### src/rtl/arbitro_rr_pkg.sv
// Shared constants and FSM encoding for the round-robin crossbar arbiter.
// Holds word width, port count, destination field position and state codes.
package arbitro_rr_pkg;

  localparam int DATA_W = 10;
  localparam int NPORT  = 4;
  localparam int SEL_W  = 2;
  localparam int DST_HI = DATA_W - 1;
  localparam int DST_LO = DATA_W - SEL_W;

  typedef enum logic [3:0] {
    ST_RESET  = 4'b0001,
    ST_INIT   = 4'b0010,
    ST_IDLE   = 4'b0100,
    ST_ACTIVE = 4'b1000
  } state_t;

endpackage

### src/rtl/arbitro_rr_rr_sel.sv
// Round-robin selector: first requester after 'last' wins.
// Ports: req (requests), last (previous winner) -> gnt (one-hot), valid.
module rr_sel
  import arbitro_rr_pkg::*;
(
  input  logic [NPORT-1:0] req,
  input  logic [SEL_W-1:0] last,
  output logic [NPORT-1:0] gnt,
  output logic             valid
);

  logic [SEL_W-1:0] idx;

  // Index arithmetic wraps naturally because NPORT == 2**SEL_W.
  always_comb begin
    gnt   = '0;
    valid = 1'b0;
    idx   = '0;
    for (int k = 1; k <= NPORT; k++) begin
      idx = last + SEL_W'(k);
      if (!valid && req[idx]) begin
        gnt[idx] = 1'b1;
        valid    = 1'b1;
      end
    end
  end

endmodule

### src/rtl/arbitro_rr.sv
// 4x4 round-robin crossbar: pops one source FIFO per cycle, pushes to dest.
// Ports: clk, reset, init, fifo_empty, P0..P3, almost_full -> pop, Out0..3,
// push, state, idle.
module arbitro_rr #(
  parameter int DATA_W = arbitro_rr_pkg::DATA_W,
  parameter int NPORT  = arbitro_rr_pkg::NPORT
) (
  input  logic              clk,
  input  logic              reset,
  input  logic              init,
  input  logic [NPORT-1:0]  fifo_empty,
  input  logic [DATA_W-1:0] P0,
  input  logic [DATA_W-1:0] P1,
  input  logic [DATA_W-1:0] P2,
  input  logic [DATA_W-1:0] P3,
  input  logic [NPORT-1:0]  almost_full,
  output logic [NPORT-1:0]  pop,
  output logic [DATA_W-1:0] Out0,
  output logic [DATA_W-1:0] Out1,
  output logic [DATA_W-1:0] Out2,
  output logic [DATA_W-1:0] Out3,
  output logic [NPORT-1:0]  push,
  output logic [3:0]        state,
  output logic              idle
);

  import arbitro_rr_pkg::*;

  localparam int DHI = DATA_W - 1;
  localparam int DLO = DATA_W - SEL_W;

  state_t            state_q;
  logic [SEL_W-1:0]  last_q;
  logic [DATA_W-1:0] out_q [NPORT];
  logic [NPORT-1:0]  push_q;

  logic [DATA_W-1:0] pw [NPORT];
  logic [NPORT-1:0]  elig;
  logic [NPORT-1:0]  gnt;
  logic              gv;
  logic              grant_en;
  logic [SEL_W-1:0]  g;
  logic [DATA_W-1:0] gw;
  logic [SEL_W-1:0]  gdst;

  assign pw[0] = P0;
  assign pw[1] = P1;
  assign pw[2] = P2;
  assign pw[3] = P3;

  // A source is skipped if its head word targets a nearly full destination.
  always_comb begin
    elig = '0;
    for (int i = 0; i < NPORT; i++)
      elig[i] = ~fifo_empty[i] & ~almost_full[pw[i][DHI:DLO]];
  end

  rr_sel u_sel (
    .req   (elig),
    .last  (last_q),
    .gnt   (gnt),
    .valid (gv)
  );

  assign grant_en = (state_q == ST_ACTIVE) & ~init & ~reset & gv;
  assign pop      = grant_en ? gnt : '0;

  always_comb begin
    g = '0;
    for (int i = 0; i < NPORT; i++)
      if (gnt[i]) g = SEL_W'(i);
  end

  assign gw   = pw[g];
  assign gdst = gw[DHI:DLO];

  always_ff @(posedge clk) begin
    if (reset) begin
      state_q <= ST_RESET;
      last_q  <= '1;
      push_q  <= '0;
      for (int i = 0; i < NPORT; i++) out_q[i] <= '0;
    end else begin
      push_q <= '0;
      for (int i = 0; i < NPORT; i++) out_q[i] <= '0;
      if (grant_en) begin
        last_q        <= g;
        push_q[gdst]  <= 1'b1;
        out_q[gdst]   <= gw;
      end else if (init) begin
        last_q <= '1;
      end
      if (init) begin
        state_q <= ST_INIT;
      end else begin
        unique case (state_q)
          ST_RESET:  state_q <= ST_INIT;
          ST_INIT:   state_q <= ST_IDLE;
          ST_IDLE:   if (!(&fifo_empty)) state_q <= ST_ACTIVE;
          ST_ACTIVE: if (&fifo_empty) state_q <= ST_IDLE;
          default:   state_q <= ST_INIT;
        endcase
      end
    end
  end

  // Reset blanks the outputs immediately so an in-flight word is dropped.
  assign Out0  = reset ? '0 : out_q[0];
  assign Out1  = reset ? '0 : out_q[1];
  assign Out2  = reset ? '0 : out_q[2];
  assign Out3  = reset ? '0 : out_q[3];
  assign push  = reset ? '0 : push_q;
  assign state = state_q;
  assign idle  = ~reset & (state_q == ST_IDLE) & (&fifo_empty);

endmodule

### config.mk
export PLATFORM = sky130hd
export DESIGN_NAME = arbitro_rr
export DESIGN_NICKNAME = d
export VERILOG_FILES = /design/src/rtl/arbitro_rr_pkg.sv /design/src/rtl/arbitro_rr_rr_sel.sv /design/src/rtl/arbitro_rr.sv
export SDC_FILE = /design/constraint.sdc
export NUM_CORES = 1
export LEC_CHECK = 0
export CORE_MARGIN = 4
export CORE_UTILIZATION = 46
export CTS_BUF_LIST = sky130_fd_sc_hd__clkbuf_2
export DETAILED_ROUTE_END_ITERATION = 6
export PLACE_DENSITY = 0.85
export RECOVER_POWER = 100
export SLEW_MARGIN = 30
export SYNTH_ARGS = -nofsm -noshare
export SYNTH_HDL_FRONTEND = slang
export SYNTH_HIERARCHICAL = 1
export SYNTH_SLANG_ARGS = --single-unit
### constraint.sdc
create_clock -name clk -period 4.6 [get_ports clk]
set_input_delay 0.92 -clock clk [delete_from_list [all_inputs] [get_ports clk]]
set_output_delay 0.92 -clock clk [all_outputs]
set_load 0.05 [all_outputs]
After elaboration in Yosys (flattened, before gate mapping)
Memories as Yosys holds them, arrays and structs flattened.
Index checks and enable logic that the tools add are counted.
{"block": "classes", "n_mux": 62, "order_cmp": 15, "n_reduce_logical": 17, "bitwise_logic": 28, "n_addsub": 3, "n_eq_ne": 7}
{"operator": "10-bit 2-to-1 mux", "n": 10}
{"operator": "4-bit 2-to-1 mux", "n": 8}
{"operator": "2-bit by 3-bit less-than comparator with 1-bit output, second input constant", "n": 9}
{"operator": "1-bit 2-to-1 mux", "n": 24}
{"operator": "10-bit binary-select mux with 2-bit select", "n": 1}
{"operator": "1-bit binary-select mux with 2-bit select", "n": 8}
{"operator": "4-bit OR", "n": 3}
{"operator": "4-bit case mux with 3 select lines", "n": 1}
{"operator": "1-bit inverter", "n": 11}
{"operator": "1-bit demux with 2-bit select", "n": 5}
{"operator": "2-bit by 1-bit greater-or-equal comparator with 1-bit output, second input constant", "n": 5}
{"operator": "2-bit 2-to-1 mux", "n": 5}
{"operator": "1-bit AND", "n": 9}
{"operator": "1-bit logical AND", "n": 8}
{"operator": "2-bit adder, second input constant", "n": 2}
{"operator": "4-bit by 2-bit equality test with 1-bit output, second input constant", "n": 1}
{"operator": "4-bit by 3-bit equality test with 1-bit output, second input constant", "n": 1}
{"operator": "4-bit equality test, second input constant", "n": 1}
{"operator": "1-bit OR", "n": 4}
{"operator": "2-bit AND reduction", "n": 2}
{"operator": "4-bit AND reduction", "n": 1}
{"operator": "2-bit OR reduction", "n": 2}
{"operator": "3-bit greater-or-equal comparator, second input constant", "n": 1}
{"operator": "1-bit logical NOT", "n": 3}
{"operator": "7 further kinds", "n": 7}
{"block": "totals", "ff_bits": 10, "output_inout_bits": 53, "memories": 1, "word_cells": 137, "inputBits": 51, "ram_bits": 40}
{"name": "out_q", "depth": 4, "word_bits": 10, "read_ports": 4, "rd_ports_with_merged_regs": 0, "write_ports": 5, "line_no": "arbitro_rr.sv:34", "rtl": "logic [DATA_W-1:0] out_q [NPORT];"}

Depth between registers and ports, before layout
{"block": "depth", "ltp_word": 27, "mapped_depth": 13, "depth_no_buf": 9}

Hierarchy
The synthesis kept the hierarchy.
{"mod": "arbitro_rr", "cells_per_inst": 231, "seq_area_each_um2": 1001.0, "n_inst": 1, "area_each_um2": 2312.2}
{"mod": "rr_sel", "cells_per_inst": 48, "seq_area_each_um2": 0.0, "n_inst": 1, "area_each_um2": 415.4}

Worst setup path before layout
No wires, ideal clock.
{"block": "synth_timing", "path_type": "input -> output", "startpoint": "input port P1[8]", "endpoint": "output port pop[3]", "path_stages": 8, "slack_ns": 0.143, "required_ns": 3.680, "arrival_time_ns": 3.537, "n_path_buf": 1, "path_cell_list": "mux4_2 -> nor2_1 -> or3b_1 -> a2111o_1 -> nand3_2 -> a221o_1 -> clkbuf_1 -> and3_1"}
{"block": "synth_between", "word_cells_on_any_way": 31, "cone_classes": "mux: 19; bitwise: 6; reduce/logical: 6"}
{"element": "start: declaration", "line_no": "arbitro_rr.sv:13", "rtl": "input logic [DATA_W-1:0] P1,"}
{"element": "1-bit binary-select mux with 2-bit select *", "line_no": "arbitro_rr.sv:55", "rtl": "elig[i] = ~fifo_empty[i] & ~almost_full[pw[i][DHI:DLO]];"}
{"element": "1-bit 2-to-1 mux (implied by the code) *", "line_no": "arbitro_rr.sv:55"}
{"element": "1-bit inverter *", "line_no": "arbitro_rr.sv:55"}
{"element": "1-bit AND *", "line_no": "arbitro_rr.sv:55"}
{"element": "via elig[1]", "line_no": "arbitro_rr.sv:38", "rtl": "logic [NPORT-1:0] elig;"}
{"element": "1-bit binary-select mux with 2-bit select", "line_no": "arbitro_rr_rr_sel.sv:21", "rtl": "if (!valid && req[idx]) begin"}
{"element": "1-bit 2-to-1 mux (implied by the code)", "line_no": "arbitro_rr_rr_sel.sv:21"}
{"element": "1-bit 2-to-1 mux", "line_no": "arbitro_rr_rr_sel.sv:21"}
{"element": "[3 not listed]"}
{"element": "1-bit logical NOT", "line_no": "arbitro_rr_rr_sel.sv:21"}
{"element": "1-bit logical AND", "line_no": "arbitro_rr_rr_sel.sv:21"}
{"element": "1-bit 2-to-1 mux", "line_no": "arbitro_rr_rr_sel.sv:21"}
{"element": "1-bit logical NOT", "line_no": "arbitro_rr_rr_sel.sv:21"}
{"element": "1-bit logical AND", "line_no": "arbitro_rr_rr_sel.sv:21"}
{"element": "4-bit 2-to-1 mux *", "line_no": "arbitro_rr_rr_sel.sv:21"}
{"element": "via gnt[3]", "line_no": "arbitro_rr.sv:39", "rtl": "logic [NPORT-1:0] gnt;"}
{"element": "4-bit 2-to-1 mux *", "line_no": "arbitro_rr.sv:66", "rtl": "assign pop = grant_en ? gnt : '0;"}
{"element": "end: declaration", "line_no": "arbitro_rr.sv:17", "rtl": "output logic [NPORT-1:0] pop,"}
The timed path passes the listed nets; every way through them passes the cells marked *. The select of a mux whose other input is x is not followed.

Worst setup path after layout
{"block": "layout_timing", "startpoint": "input port P1[8]", "endpoint": "output port pop[2]"}
Same word-level chain as after synthesis.

==> implementation parameters <==
Parameter                              Value

GRT
  Number of global-route vias before repair    2433
  Remaining global-route overflow    0
  Pin count of the biggest net entering global routing    50
  Antenna violations before repair    0
  Wire length of the first global-routing pass    11940 um
  Aggregate global-route resource usage    0.2042

Floorplan
  Initial core utilization    0.4835
  Floorplan die height    85.01 um
  Chip Width    85.01 um
  Number of placement rows    27
  IO Pins    104
  Die ar.    0.007226 sq mm
  Standard cell core area    0.005642 sq mm

Run status
  Failing checks    capacitance limit, slew limit
  Status    finished, violations left

Routing
  Detailed-route wire length    7433 um
  Pre-antenna DRT Iters    4
  Remaining routing DRC violations    0
  Final routed wire length divided by cell count    16.09 um
  Overall via count from detail_route    2529
  DR vias/cell    5.474
  Initial DRC Count    180
  Final antenna-violating net count    0

Synthesis
  Number of enable-type register cells in the synthesized netlist    0
  Number of cells produced by synthesis    279
  Top-area cell type share of the netlist area    0.3670
  Synth unique cells    49
  Synth area leader    dfxtp_1
  Leading cell types by total area after synthesis    dfxtp_1, nor2b_1, nor4_1, mux2_2, ha_1
  Ranking of synthesized cells by instance count    dfxtp_1, nor2b_1, nor4_1
  Register area share after synthesis    0.3670
  Proportion of register bits with asynchronous set or reset after synthesis    0
  Per-instance average area after synthesis    9.776 sq um
  Synthesis-stage register bit count    50
  Mapped Area    0.002728 sq mm
  Warnings from Yosys    6
  Prevailing post-synth register cell    dfxtp_1
  Library cell with the highest instance count after synthesis    dfxtp_1

Setup path
  Cell depth of the worst flop-to-flop path    12
  Slowest-stage cell, CP    clkdlybuf4s50_1
  Cell Chain, Critical Path    clkdlybuf4s50_1 -> mux4_2 -> nor2_1 -> or3b_1 -> a2111o_1 -> nand3_2 -> a221o_1 -> inv_1 -> nor2_2 -> buf_12
  Worst endpoint data arrival time    3590 ps
  Largest fanout of any net on the critical path    4
  Register-to-Register Setup Slack    730 ps
  Max incr delay on CP    530 ps
  Worst Setup Path Type    input pin to primary output
  Critical Path Sink Type    primary output
  FF-to-FF End    out_q[1][7]
  Startpoint Class    input pin
  Number of buffers and inverters on the critical path    3
  Critical R2R Launch    last_q[1]
  Top Family by Delay on Critical Path    simple AND/OR/NAND/NOR gates
  Launch point of the critical path    P1[8]
  CP Data Required Time    3680 ps

STA
  Total setup violations reported at the end of the flow    0
  Share of the clock period used by the worst path after layout    0.9802
  Worst Setup Slack, final    91.09 ps
  RSZ-0062 raised after global routing    false
  Max-slew violation total from the final report    50
  Clock Skews    18.17 ps
  Slew at the pin closest to its max-slew limit    1960 ps
  Hold violation total from the final report    0
  Final critical path time including I/O delays and setup    4509 ps
  Relative max-transition margin    -0.3069
  Final-layout setup total negative slack    0 ps
  Maximum operating frequency    221.8 MHz

Placed design
  Placer Congestion    0.9457
  Total of buffers placed on input and output ports    103
  Post-place setup slack    75.28 ps
  Final HPWL DP    5719 um
  Placed instance area    0.003930 sq mm

Power and ir drop
  Sequential fraction of design power    0.489
  Switching share of total power    0.2902
  Proportion of power drawn by the clock network    0.252
  Power dissipated by switching net loads    261.4 uW
  Power Density    229.1 mW/mm^2
  Leakage power figure    1.594 nW
  Max IR drop VDD    170.6 uV
  Combinational Power Share    0.259
  Internal    639.6 uW

Final layout
  Number of filler cells placed in the layout    444
  Multi-input logic area    0.001528 sq mm
  Antenna diode count    0
  Post-route cell area    0.003933 sq mm
  Area Growth Syn to Fin    44.17%
  Fin nets    448
  Post-route core utilization    0.6971
  Share of final-layout standard cells stronger than drive strength 1    0.1205
  Storage element area    0.001001 sq mm

CTS
  Clock tree from TritonCTS    built
  Number of CTS-inserted buffers    5
  Skew-Pair Late Insertion Delay    420 ps
  Post-CTS repair timing setup buffer count    0
  Maximum buffer depth of the clock tree    2
  Cell at the root of the clock tree    clkbuf_2
  H-tree lvl count    2
  Number of sinks driven by the clock tree    50
  Clock edge transition at the registers on the reported setup and hold paths    240 ps

Min path
  Capture endpoint of the worst hold path    state[1]
  Startpoint of the worst hold path    state[0]
  Cells on Worst Hold Path    2
  Path category of the worst min-delay check    flop to flop

Flow run
  Max-cap viol count    1
[state kept, by name, indices dropped and copies added (netlist names)]
name,count
last_q,2
state,4
push_q,4
out_q,40
[worst max path at each step]
stage | endpoint | slack (ps) | cells after the start
after floorplan | pop[3] | 140 | 8
after global placement | pop[2] | 100 | 10
after detailed placement | pop[2] | 80 | 10
after CTS | pop[2] | 60 | 10
after global routing | pop[2] | 7 | 10
final | pop[2] | 90 | 10
[what timing repair did]
| item | 4_1_cts | 5_1_grt |
|---|---|---|
| hold buffers | 0 | 0 |
| gates resized for setup | 0 | 1 |
| endpoints found under the setup margin | 0 | 1 |
[routing by layer]
metal,track usage,wire [um],share of wire
met5,0,0,0
met4,0.07914,192,0.026
met3,0.04854,501,0.067
met2,0.3524,3650,0.49
met1,0.2439,3089,0.42
[tightest hold or removal path: stages (launching register included)]
cell	delay [ps]
dfxtp_1	410
nor2_1	120
a21oi_1	60
[metrics by stage]
step | total power [mW] | hold slack (ps) | cells
after floorplan | 0.5896 | 599.2 | 282
after global placement | 0.6877 | 558.9 | 454
after detailed placement | 0.6927 | 575.2 | 454
after CTS | 0.9166 | 612.0 | 462
after global routing | 0.9434 | 636.1 | 462
final | 0.9010 | 597.8 | 462
[area by class of cell]
| cell class | count | share of cell area |
|---|---|---|
| Clock inverter | 3 | 0.01082 |
| Sequential cell | 50 | 0.2545 |
| Inverter | 8 | 0.007636 |
| Timing Repair Buffer | 123 | 0.3093 |
| Clock buffer | 5 | 0.006363 |
| Multi-Input combinational cell | 201 | 0.3885 |
| Tap cell | 72 | 0.02291 |
[power by group through the flow]
stage	clock [mW]	combinational (mW)	sequential, mW
after floorplan	0	0.137	0.453
after global placement	0	0.239	0.448
after detailed placement	0	0.244	0.449
after CTS	0.231	0.245	0.441
after global routing	0.251	0.250	0.442
final	0.227	0.233	0.441
[kinds of logic after synthesis]
logic type      Yosys count  share of synthesized area
fa+ha+maj                 8                    0.03670
other cells               1                   0.001375
xor+xnor                  1                   0.003212
buf+inv                  31                    0.06238
flops                    50                     0.3670
compound gates           28                    0.09450
mux                      25                     0.1225
simple gates            135                     0.3124
[placed cells by master, fill, tap and decap left out, types with 3 or more instances in the layout]
| cell | instances |
|---|---|
| dlygate4sd3_1 | 47 |
| conb_1 | 4 |
| o221ai_1 | 9 |
| nor2_1 | 6 |
| nor3_1 | 13 |
| nor2b_1 | 44 |
| a211oi_1 | 3 |
| nand2b_1 | 13 |
| buf_4 | 11 |
| nand2_1 | 9 |
| and3_1 | 3 |
| nand4_1 | 3 |
| clkbuf_2 | 6 |
| mux4_2 | 4 |
| mux2_2 | 9 |
| o21ai_0 | 3 |
| clkbuf_1 | 6 |
| inv_1 | 8 |
| buf_12 | 6 |
| ha_1 | 8 |
| dfxtp_1 | 50 |
| a221o_1 | 4 |
| mux2i_1 | 9 |
| clkdlybuf4s50_1 | 51 |
| nor4_1 | 32 |
Note: power is estimated with default switching activity, not from simulation.
==> RTL edit 1 (config.mk and constraints unchanged) <==
Reset style: asynchronous (`reset`), changed in one clocked block.
--- a/src/rtl/arbitro_rr.sv
+++ b/src/rtl/arbitro_rr.sv
@@ -76,3 +76,3 @@
 
-  always_ff @(posedge clk) begin
+  always_ff @(posedge clk or posedge reset) begin
     if (reset) begin
Function: differs if reset is asserted again (counterexample within 4 cycles, from zero or initial values and one cycle with reset high); with reset held inactive, the same outputs for 10 cycles.
==> RTL edit 1 against the original RTL <==
- the flow still finishes with violations (max-capacitance violations, max-slew violations)
- register-to-register slack improved by 40 ps
- sequential cell count fell by 4
- sequential power fell by 6.6%
- synthesized cell count fell by 4.7%
- first-iteration DRC count fell by 27%
- power fell by 13%
- clock skew fell by 2.9 ps
- area after synthesis rose by 0.73%
- cell area rose by 0.45%
- worst setup slack improved by 37 ps
- routed wire length fell by 6.7%
- sequential share of layout area rose by 3.8 points
- largest power group unchanged
==> RTL edit 1: results (changes against the original RTL) <==
run status finished with violations; failing checks max-capacitance violations, max-slew violations; Synth Area in Adders 3.643% (-0.027 points); most frequent cells after synthesis 43 x dfrtp_1, 41 x nor2b_1, 33 x nor3_1; met1 usage 24.29% (-0.095 points); WL met3 537 µm (+7.2%); Seq/Total Area, Yosys 42.03% (+5.3 points); Post-Place Cell Area 0.003928 mm² (about the same); mux contribution to synthesized area 10.88% (-1.4 points); peak supply drop 0.0001310 V (-23%); GRT Overall Usage 19.10% (-1.3 points); max reg flops 38 (-5.0%); pre-CTS setup slack -105.9 ps (-181.2 ps); Synth Area in Compound Gates 7.878% (-1.6 points); total of max-cap violations 1 (unchanged); Max Transition Viols Final 47 (-6.0%); CP arrival 3550 ps (-40 ps); Least-Margin Pin Slew 1878 ps (-82.17 ps); first-pass GRT wire length 11300 µm (-5.4%); final layout net count 435 (-2.9%); switching pwr 0.2472 mW (-5.5%); met2 Usage GRT 32.34% (-2.9 points); layout cells sized above 1 12.20% (+0.15 points); DRT Wirelength 6936 µm (-6.7%); vias in the first global route 2362 (-2.9%); async set or reset register ratio after synthesis 100.0% (+100 points); Detail Placement HPWL 5425 µm (-5.1%); Power Sequential 0.412 mW (-6.6%); post-synthesis xor/xnor area fraction 0.6375% (+0.32 points); met1 WL 2876 µm (-6.9%); Synth Instances 266 (-4.7%); Max FO, Critical Path 5 (+1); Non-Filler Instances 449 (-2.8%); family with the most delay on the worst path multiplexers; Clock Pin Slew Worst Setup and Hold Paths 220 ps (-20 ps); Placer Congestion 0.9848 (+4.1%); Seq pwr share 52.4% (+3.5 points); Unique masters post-synth 44 (-10%)
[RTL edit 1: worst paths after layout]
path                                  startpoint                    to  slack, ps  cells past startpoint
max in group asynchronous                  reset   out_q[10]$_DFF_PP0_       2040                      3
max                                        P0[8]                pop[3]        130                     11
max reg2reg                last_q[0]$_DFFE_PP1P_   out_q[16]$_DFF_PP0_        770                     11
min in group asynchronous                  reset   out_q[34]$_DFF_PP0_       1720                      3
min reg2reg                 state[1]$_DFFE_PP0P_  state[3]$_DFFE_PP0P_        590                      1
min                         state[1]$_DFFE_PP0P_  state[3]$_DFFE_PP0P_        590                      1
[RTL edit 1: final cells by class]
class | instances | area, µm²
fill | 432 | 1692
tap | 72 | 90.09
sequential | 46 | 1155
clock inverter | 3 | 21.27
inverter | 8 | 31.28
timing repair buffer | 118 | 1191
clock buffer | 5 | 25.02
multi-input combinational | 197 | 1436
==> RTL edit 2 (config.mk and constraints unchanged) <==
Made on the original files. Set the package constant `DATA_W` to 14 (it was 10).
--- a/src/rtl/arbitro_rr_pkg.sv
+++ b/src/rtl/arbitro_rr_pkg.sv
@@ -4,3 +4,3 @@
 
-  localparam int DATA_W = 10;
+  localparam int DATA_W = 14;
   localparam int NPORT  = 4;
Ports: changed (8 resized); port bits go from 104 to 136. The function was not compared with the original's and may differ.
==> RTL edit 2 against the original RTL <==
- the flow still finishes with violations (max-capacitance violations, max-slew violations)
- routed wire length grew 25%
- cell count grew 28%
- sequential cell count grew 16
- worst setup slack gained 28 ps
- via count grew 26%
- power grew 39%
- fmax grew 0.63%
- cell area grew 28%
- combinational power grew 29%
- area after synthesis grew 23%
- clock power grew 63%
==> RTL edit 2: results (changes against the original RTL) <==
WL met3 735 µm (+47%); H-tree depth 3 (+1); Post-Place Cell Area 0.004935 mm² (+26%); Non-clk bufs 162 (+32%); final layout net count 567 (+27%); Clock buf/inv share 2.544% (+0.83 points); clock latency on the worst-skew pair 470 ps (+50 ps); failing checks max-capacitance violations, max-slew violations; Avg Inst Size Synth 9.583 µm² (-2.0%); Detail Placement HPWL 7357 µm (+29%); Synth Instances 349 (+25%); Num Clock Sinks 66 (+32%); placed insts 577 (+27%); first-pass GRT wire length 14840 µm (+24%); Seq/Total Area, Yosys 39.51% (+2.8 points); total of max-cap violations 1 (unchanged); Max Transition Viols Final 40 (-20%); CTS Buf Count 9 (+4); met1 WL 3639 µm (+18%); Non-Filler Instances 592 (+28%); FILL cells 516 (+16%); WL/cell 15.71 µm (-2.3%); DR WL met2 4785 µm (+31%); Multi-input gate area 0.001824 mm² (+19%); met1 usage 25.20% (+0.81 points); DRT Pass-1 Iters 5 (+1); Clock Pin Slew Worst Setup and Hold Paths 160 ps (-80 ps); Unique masters post-synth 45 (-8.2%); DR iter-0 viols 192 (+6.7%); Placer Congestion 0.8366 (-12%); most frequent cells after synthesis 66 x dfxtp_1, 60 x nor2b_1, 48 x nor4_1; sw frac 28.34% (-0.68 points); peak supply drop 0.0001405 V (-18%); Hold Crit Start state[1]$_SDFFE_PP0P_; layout cells sized above 1 14.31% (+2.3 points); Synth area leaders dfxtp_1 40%, nor2b_1 11%, nor4_1 9.0%; comb_multi_in 245 (+22%); average vias per placed instance 5.397 (-1.4%); met2 Usage GRT 38.18% (+2.9 points); vias in the first global route 3073 (+26%); run status finished with violations; met3 Use GR 5.149% (+0.29 points); design area 0.005017 mm² (+28%); clock skew 22.70 ps (+4.535 ps); NonClk Buf Share 31.77% (+0.84 points); Slew HR -5.884% (+25 points); Slowest cell on crit path mux4_2
-- RTL edit 2: cell count changes in the layout (fill, tap and decap cells not counted), moves of 3 or more --
cell,unedited run,this run
nor2b_1,44,60
buf_4,11,22
clkinv_2,0,3
nand2b_1,13,18
clkbuf_2,6,10
dlygate4sd3_1,47,64
nor4_1,32,48
clkdlybuf4s50_1,51,66
mux2_2,9,14
dfxtp_1,50,66
o221ai_1,9,13
clkbuf_1,6,2
-- RTL edit 2: power by group through the flow --
stage | Sequential (mW) | Combinational (mW) | Clock, mW
6_report | 0.578 | 0.300 | 0.371
5_1_grt | 0.579 | 0.320 | 0.403
4_1_cts | 0.578 | 0.303 | 0.377
3_5_place_dp | 0.590 | 0.302 | 0
3_3_place_gp | 0.590 | 0.296 | 0
2_1_floorplan | 0.594 | 0.160 | 0
-- RTL edit 2: kinds of logic after synthesis --
logic type / after synthesis / share of synthesized area, %
xor gates and xnor gates: 1 / 0.2619
and+or+nand+nor: 171 / 31.31
AOI/OAI and AO/OA: 32 / 8.305
buffers and inverters: 41 / 6.173
DFF: 66 / 39.51
adders and majority gates: 8 / 2.993
muxes: 29 / 11.34
other: 1 / 0.1121
-- RTL edit 2: timing repair --
action,in CTS,in global routing
endpoints found under the setup margin,0,1
setup buffers,0,0
resized for setup,0,2
hold buffers,0,0
-- RTL edit 2: final timing paths --
kind,endpoint,slack (ps),cells after the start
max,pop[3],120,9
min,state[3]$_SDFFE_PP0P_,560,1
max reg2reg,out_q[0][10]$_SDFF_PN0_,710,12
min reg2reg,state[3]$_SDFFE_PP0P_,560,1
